### config.mk
export PLATFORM = sky130hd
export DESIGN_NAME = sr_latch_driver
export DESIGN_NICKNAME = d
export VERILOG_FILES = /design/src/rtl/sr_latch_driver_pkg.sv /design/src/rtl/sr_latch_driver_sync_ff.sv /design/src/rtl/sr_latch_driver.sv
export SDC_FILE = /design/constraint.sdc
export NUM_CORES = 1
export LEC_CHECK = 0
export ABC_AREA = 0
export CORE_UTILIZATION = 55
export DETAILED_ROUTE_END_ITERATION = 16
export PLACE_DENSITY = 0.77
export SLEW_MARGIN = 10
export SYNTH_ARGS = -nofsm -noshare
export SYNTH_HDL_FRONTEND = slang
export SYNTH_SLANG_ARGS = --single-unit
export TNS_END_PERCENT = 1
### constraint.sdc
create_clock -name clk -period 3.9 [get_ports clk]
set_clock_uncertainty 0.1 [all_clocks]
set_input_delay 0.78 -clock clk [delete_from_list [all_inputs] [get_ports clk]]
set_output_delay 0.78 -clock clk [all_outputs]
set_load 0.02 [all_outputs]
### src/rtl/sr_latch_driver_pkg.sv
// Shared constants for the NAND SR latch driver: FSM encoding, counter width
// and the idle level of the active-low latch inputs.
package sr_latch_driver_pkg;

    localparam int   CNT_W    = 8;
    localparam logic OUT_IDLE = 1'b1;

    typedef enum logic [2:0] {
        ST_IDLE  = 3'd0,
        ST_PULSE = 3'd1,
        ST_WAIT  = 3'd2,
        ST_DONE  = 3'd3,
        ST_ERR   = 3'd4
    } state_e;

    // Counters run down to zero, so a phase of N cycles loads N-1.
    function automatic logic [CNT_W-1:0] cnt_load(input int cycles);
        return CNT_W'(cycles - 1);
    endfunction

endpackage

### src/rtl/sr_latch_driver_sync_ff.sv
// Multi-stage synchroniser for one asynchronous latch readback bit.
module sync_ff
    import sr_latch_driver_pkg::*;
#(
    parameter int SYNC_STAGES = 2
) (
    input  logic clk,
    input  logic rst,
    input  logic d_i,
    output logic q_o
);

    logic [SYNC_STAGES-1:0] sync_q;

    always_ff @(posedge clk) begin
        if (rst) begin
            sync_q <= '0;
        end else begin
            sync_q <= {sync_q[SYNC_STAGES-2:0], d_i};
        end
    end

    assign q_o = sync_q[SYNC_STAGES-1];

endmodule

### src/rtl/sr_latch_driver.sv
// Drives the active-low set/clear inputs of a cross-coupled NAND latch with a
// fixed-width pulse and confirms the latch state through synchronised readback.
module sr_latch_driver
    import sr_latch_driver_pkg::*;
#(
    parameter int PULSE_CYCLES   = 4,
    parameter int TIMEOUT_CYCLES = 16,
    parameter int SYNC_STAGES    = 2
) (
    input  logic clk,
    input  logic rst,
    input  logic set_req,
    input  logic clr_req,
    input  logic q_in,
    input  logic qbar_in,
    output logic set_n,
    output logic clr_n,
    output logic busy,
    output logic done,
    output logic err,
    output logic req_drop,
    output logic q_sync
);

    state_e           state_q, state_d;
    logic             cmd_q, cmd_d;
    logic [CNT_W-1:0] cnt_q, cnt_d;
    logic             set_n_q, set_n_d;
    logic             clr_n_q, clr_n_d;
    logic             busy_q, busy_d;
    logic             done_q, done_d;
    logic             err_q, err_d;
    logic             drop_q, drop_d;
    logic             qbar_sync;

    sync_ff #(.SYNC_STAGES(SYNC_STAGES)) u_sync_q (
        .clk (clk),
        .rst (rst),
        .d_i (q_in),
        .q_o (q_sync)
    );

    sync_ff #(.SYNC_STAGES(SYNC_STAGES)) u_sync_qbar (
        .clk (clk),
        .rst (rst),
        .d_i (qbar_in),
        .q_o (qbar_sync)
    );

    always_comb begin
        state_d = state_q;
        cmd_d   = cmd_q;
        cnt_d   = cnt_q;
        set_n_d = OUT_IDLE;
        clr_n_d = OUT_IDLE;
        done_d  = 1'b0;
        err_d   = 1'b0;
        drop_d  = busy_q && (set_req || clr_req);

        unique case (state_q)
            ST_IDLE: begin
                if (set_req && clr_req) begin
                    err_d = 1'b1;
                end else if (set_req || clr_req) begin
                    cmd_d   = set_req;
                    cnt_d   = cnt_load(PULSE_CYCLES);
                    set_n_d = ~set_req;
                    clr_n_d = ~clr_req;
                    state_d = ST_PULSE;
                end
            end
            ST_PULSE: begin
                // Both outputs fall back to idle on the exit edge, so the
                // low phase spans exactly PULSE_CYCLES cycles.
                if (cnt_q == '0) begin
                    cnt_d   = cnt_load(TIMEOUT_CYCLES);
                    state_d = ST_WAIT;
                end else begin
                    cnt_d   = cnt_q - CNT_W'(1);
                    set_n_d = ~cmd_q;
                    clr_n_d = cmd_q;
                end
            end
            ST_WAIT: begin
                // Q=Qbar=1 can never satisfy this, leaving only the timeout.
                if ((q_sync == cmd_q) && (qbar_sync == ~cmd_q)) begin
                    done_d  = 1'b1;
                    state_d = ST_DONE;
                end else if (cnt_q == '0) begin
                    err_d   = 1'b1;
                    state_d = ST_ERR;
                end else begin
                    cnt_d = cnt_q - CNT_W'(1);
                end
            end
            ST_DONE: state_d = ST_IDLE;
            ST_ERR:  state_d = ST_IDLE;
            default: state_d = ST_IDLE;
        endcase

        busy_d = (state_d != ST_IDLE);
    end

    always_ff @(posedge clk) begin
        if (rst) begin
            state_q <= ST_IDLE;
            cmd_q   <= 1'b0;
            cnt_q   <= '0;
            set_n_q <= OUT_IDLE;
            clr_n_q <= OUT_IDLE;
            busy_q  <= 1'b0;
            done_q  <= 1'b0;
            err_q   <= 1'b0;
            drop_q  <= 1'b0;
        end else begin
            state_q <= state_d;
            cmd_q   <= cmd_d;
            cnt_q   <= cnt_d;
            set_n_q <= set_n_d;
            clr_n_q <= clr_n_d;
            busy_q  <= busy_d;
            done_q  <= done_d;
            err_q   <= err_d;
            drop_q  <= drop_d;
        end
    end

    assign set_n    = set_n_q;
    assign clr_n    = clr_n_q;
    assign busy     = busy_q;
    assign done     = done_q;
    assign err      = err_q;
    assign req_drop = drop_q;

endmodule

# --- After elaboration in Yosys (flattened, before gate mapping) ---
# Index checks and enable logic that the tools add are counted.
word_totals:
  register_bits: 22
  latchBits: 0
  ram_bits: 0
  rom_bits: 0
  input_bits: 6
  out_inout_bits: 7
  elab_cells: 61
  n_memories: 0
op_classes:
  addsub: 1
  n_mul: 0
  n_div: 0
  n_lt_le_gt_ge: 0
  n_eq_ne: 8
  shift: 0
  n_mux: 25
  bitwise: 5
  n_reduce_logical: 11
ops:
  columns: ["operator", "n"]
  rows:
  - ["$mux W8", 5]
  - ["$pmux W8 S3", 1]
  - ["$mux W3", 5]
  - ["$mux W1", 10]
  - ["$pmux W3 S3", 1]
  - ["$logic_not A8 Y1", 1]
  - ["$ne A2 B2 Y1 const B", 4]
  - ["$sub A8 B1 Y8 const B", 1]
  - ["$pmux W1 S2", 3]
  - ["$reduce_bool A3 Y1", 2]
  - ["$not A1 Y1", 5]
  - ["$reduce_and A5 Y1", 1]
  - ["$eq A3 B1 Y1 const B", 1]
  - ["$eq A3 B2 Y1 const B", 1]
  - ["$logic_and A1 B1 Y1", 3]
  - ["$logic_not A3 Y1", 1]
  - ["$reduce_and A3 Y1", 1]
  - ["$eq A1 B1 Y1", 2]
  - ["$reduce_or A2 Y1", 1]
  - ["$logic_or A1 B1 Y1", 1]

# --- Longest topological paths before layout ---
logic_depth:
  word_depth: 6
  mapped_depth: 8

# --- Cells and area by module ---
# From an unflattened synthesis, not the netlist that was laid out.
unflattened:
  hier_cells: 127
  area_unflattened_um2: 1123.6
modules_own_cells:
  columns: ["mod", "instances", "cells_each", "area_per_inst_um2"]
  rows:
  - ["sr_latch_driver", 1, 119, 1018.5]
  - ["sync_ff", 2, 4, 52.6]

# --- Worst setup path before layout ---
# Ideal clock, no wire load.
synth_path:
  path_type: "input to register"
  start: "input port set_req"
  end: "register cnt_q[3]"
  arrival_ns: 1.819
  t_required_ns: 3.712
  slack_ns: 1.893
  cell_stages: 7
  n_path_buf: 0
  path_cell_list: "inv_1 > ha_1 > nor2_1 > o21ai_1 > o31a_4 > a21oi_1 > o32ai_2"
synth_via:
  elab_chain_len: 3
synth_rtl:
  columns: ["item", "line_no", "text"]
  rows:
  - ["from (decl)", "sr_latch_driver.sv:12", "input logic set_req,"]
  - ["$logic_and A1 B1 Y1 / $logic_or A1 B1 Y1 (equally long branches)", "sr_latch_driver.sv:62, sr_latch_driver.sv:64", null]
  - ["$ne A2 B2 Y1 (no line)", null, null]
  - ["$reduce_and A5 Y1 (no line) (*)", null, null]
  - ["to (signal assigned)", "sr_latch_driver.sv:118", "cnt_q <= cnt_d;"]
  - ["to (decl)", "sr_latch_driver.sv:27", "logic [CNT_W-1:0] cnt_q, cnt_d;"]
# Mark *: on every way between the ends. The rest lies on a longest branch, timed or not.
# A chain may end at the register's enable or synchronous reset.

# --- Final worst setup path ---
layout_path:
  start: "input port set_req"
  end: "register cnt_q[2]"
# The elaborated chain is that of the path after synthesis.

==> reports/results.tsv <==
metric	value	unit
FMAX	412.1	MHz
Syn Inst Count	130	
final hold slack	358.4	ps
VDD IR max	0.3247	mV
via count	961	
Pwr Density	604.3	nW/µm²
syn_nets	142	
Post-CTS Setup Bufs	0	
initial cell density of the core	58.93	%
gr usage total	22.93	%
total power	0.7849	mW
Sinks on Clock Net	22	
Core ar.	1962	µm²
total grt overflow	0	
DIE WIDTH	47.85	µm
CTS H-tree depth	1	
Setup Crit Path Kind	in -> reg	
CP max-delay cell	clkdlybuf4s50_1	
CTS tree	built	
fill count	194	
drc violations	0	
die outline height	47.85	µm
register bit total from synthesis	22	
number of global-route vias before repair	848	
first-pass GRT wire length	3712	µm
Leak Pwr	0.4822	nW
Iteration-0 DRC Markers	17	
Top FF cell, synth	dfxtp_1	
fin crit share	62.22	%
buffers added on ports	12	
Worst Setup Start Kind	primary input	
clk root buf	clkbuf_4	
deepest clock path buffer count	2	
WP data required	4010	ps
Crit path max-delay family	compound AO/OA/AOI/OAI gates	
Max-Cap Viols	0	
layout cell share with drive strength beyond 1	7.857	%
diodes inserted	0	
status	completed	
Top Ports	13	
Slew @ Worst Pin	823.6	ps
RePlAce Congestion	0.8566	
DR vias/cell	5.754	
DR WL/cell	14.41	µm
# nets final	154	
# resized after CTS	0	
HP Class	reg -> reg	
DP Wirelength	1755	µm
CP Max Fanout	8	
Final setup viols	0	
TritonCTS buffer count	3	
detailed-route wire length	2407	µm
Mapped Area	1156	µm²
Avg Cell Area, Syn	8.893	µm²
CP bufs+invs	2	
post-route antenna net violation count	0	
Setup TNS Final	0	ps
most frequent cells in the layout	dfxtp_1 (22), nor2_1 (12), clkdlybuf4s50_1 (12)	
RSZ-0062 raised after global routing	no	
area grow syn2layout	12.34	%
CP cell instances	clkdlybuf4s50_1 > inv_1 > ha_1 > nor2_1 > o21ai_1 > o31a_4 > a21oi_1 > a311oi_1	
Clock transition at path regs	120	ps
Final Instance Area	1299	µm²
relative slew slack	44.92	%
Core Rows	16	
async set or reset register ratio after synthesis	0	%
Worst Path Arrival	2540	ps
placed cell area	1276	µm²
number of detailed-route iterations in the first pass	4	
sequential fraction of the synthesis area	38.10	%
synth warn	0	
Distinct cells, synth	41	
initial antenna violation count	0	
crit path time final	2426	ps
slowest cell delay on critical path	490	ps
worst-skew pair later-pin latency	310	ps
Slew Limit Fails	0	
Post-CTS Hold Fix Bufs	0	
Critical Path End Type	register	
EDFF count, synth	0	
die area	2289	µm²
Fin. Hold Viols	0	
largest net degree at the start of global routing	24	
commonest non-fill, non-tap cell in the layout	dfxtp_1	
## synth_stat cells, types with 2 or more instances
| master | n | area [µm²] |
|---|---|---|
| buf_6 | 2 | 22.52 |
| a311oi_1 | 2 | 17.52 |
| nor2b_1 | 5 | 31.28 |
| nor3_1 | 8 | 40.04 |
| clkbuf_1 | 2 | 7.510 |
| nand3_1 | 3 | 15.01 |
| dfxtp_1 | 22 | 440.4 |
| a31oi_1 | 2 | 12.51 |
| o21ai_0 | 3 | 15.01 |
| nand2_1 | 10 | 37.54 |
| nor3b_1 | 2 | 15.01 |
| nand2b_1 | 3 | 18.77 |
| nor2_1 | 12 | 45.04 |
| o21a_1 | 2 | 15.01 |
| inv_1 | 6 | 22.52 |
| o21ai_1 | 5 | 25.02 |
| a21oi_1 | 11 | 55.05 |
| or4_1 | 2 | 15.01 |
| ha_1 | 6 | 75.07 |
## registers in the layout, indices dropped and copies added, names as in the netlist
signal / flops
u_sync_qbar.sync_q: 2
set_n: 1
state_q: 3
done: 1
clr_n: 1
cnt_q: 8
cmd_q: 1
req_drop: 1
u_sync_q.sync_q: 2
err: 1
busy: 1
## final cells by class
cell class              count  area, µm²  share of cell area, %
clock buffers               3      22.52                  1.734
multi-input cells          97      659.4                  50.77
well taps                  27      33.78                  2.601
inverters                   6      22.52                  1.734
repair buffers             12      120.1                  9.249
flip-flops and latches     22      440.4                  33.91
## kinds of logic after synthesis
family,share of synthesized area (%)
and+or+nand+nor,25.00
xor gates and xnor gates,0.7577
adders and majority gates,6.493
buffers and inverters,4.870
muxes,0.8658
DFF,38.10
AOI/OAI and AO/OA,23.92
## routing by layer
| metal | vias up | track usage, % | wire length, µm |
|---|---|---|---|
| met3 | 4 | 3.396 | 82 |
| met2 | 22 | 39.73 | 1149 |
| met4 | 0 | 6.667 | 26 |
| li1 | 489 | - | - |
| met5 | - | 0 | 0 |
| met1 | 446 | 29.32 | 1148 |
## power by group
group	total [mW]	switching, mW	internal (mW)
combinational	0.366	0.207	0.159
clock	0.104	0.0681	0.0362
sequential	0.314	0.0522	0.262
## worst paths after layout
kind | slack [ps] | from | end | depth (start not counted)
max | 1470 | set_req | cnt_q[2]$_SDFFE_PP0P_ | 8
min | 360 | u_sync_q.sync_q[0]$_SDFF_PP0_ | u_sync_q.sync_q[1]$_SDFF_PP0_ | 1
max reg2reg | 1800 | cnt_q[0]$_SDFFE_PP0P_ | cnt_q[4]$_SDFFE_PP0P_ | 7
min reg2reg | 360 | u_sync_q.sync_q[0]$_SDFF_PP0_ | u_sync_q.sync_q[1]$_SDFF_PP0_ | 1
## worst reg2reg max path: cells and delay by family, from the launching register on
kind	cells	cell delay [ps]
simple gates	1	190
flops	1	420
compound gates	4	980
buf+inv	1	100
fa+ha+maj	1	230
## stage by stage
stage	utilization (%)	cells	setup WS (ps)
6_report	66.20	167	1474
3_5_place_dp	65.05	164	1168
3_3_place_gp	65.05	164	1313
2_1_floorplan	-	130	1893
4_1_cts	66.20	167	1484
5_1_grt	66.20	167	1361
(Power assumes the default switching activity.)
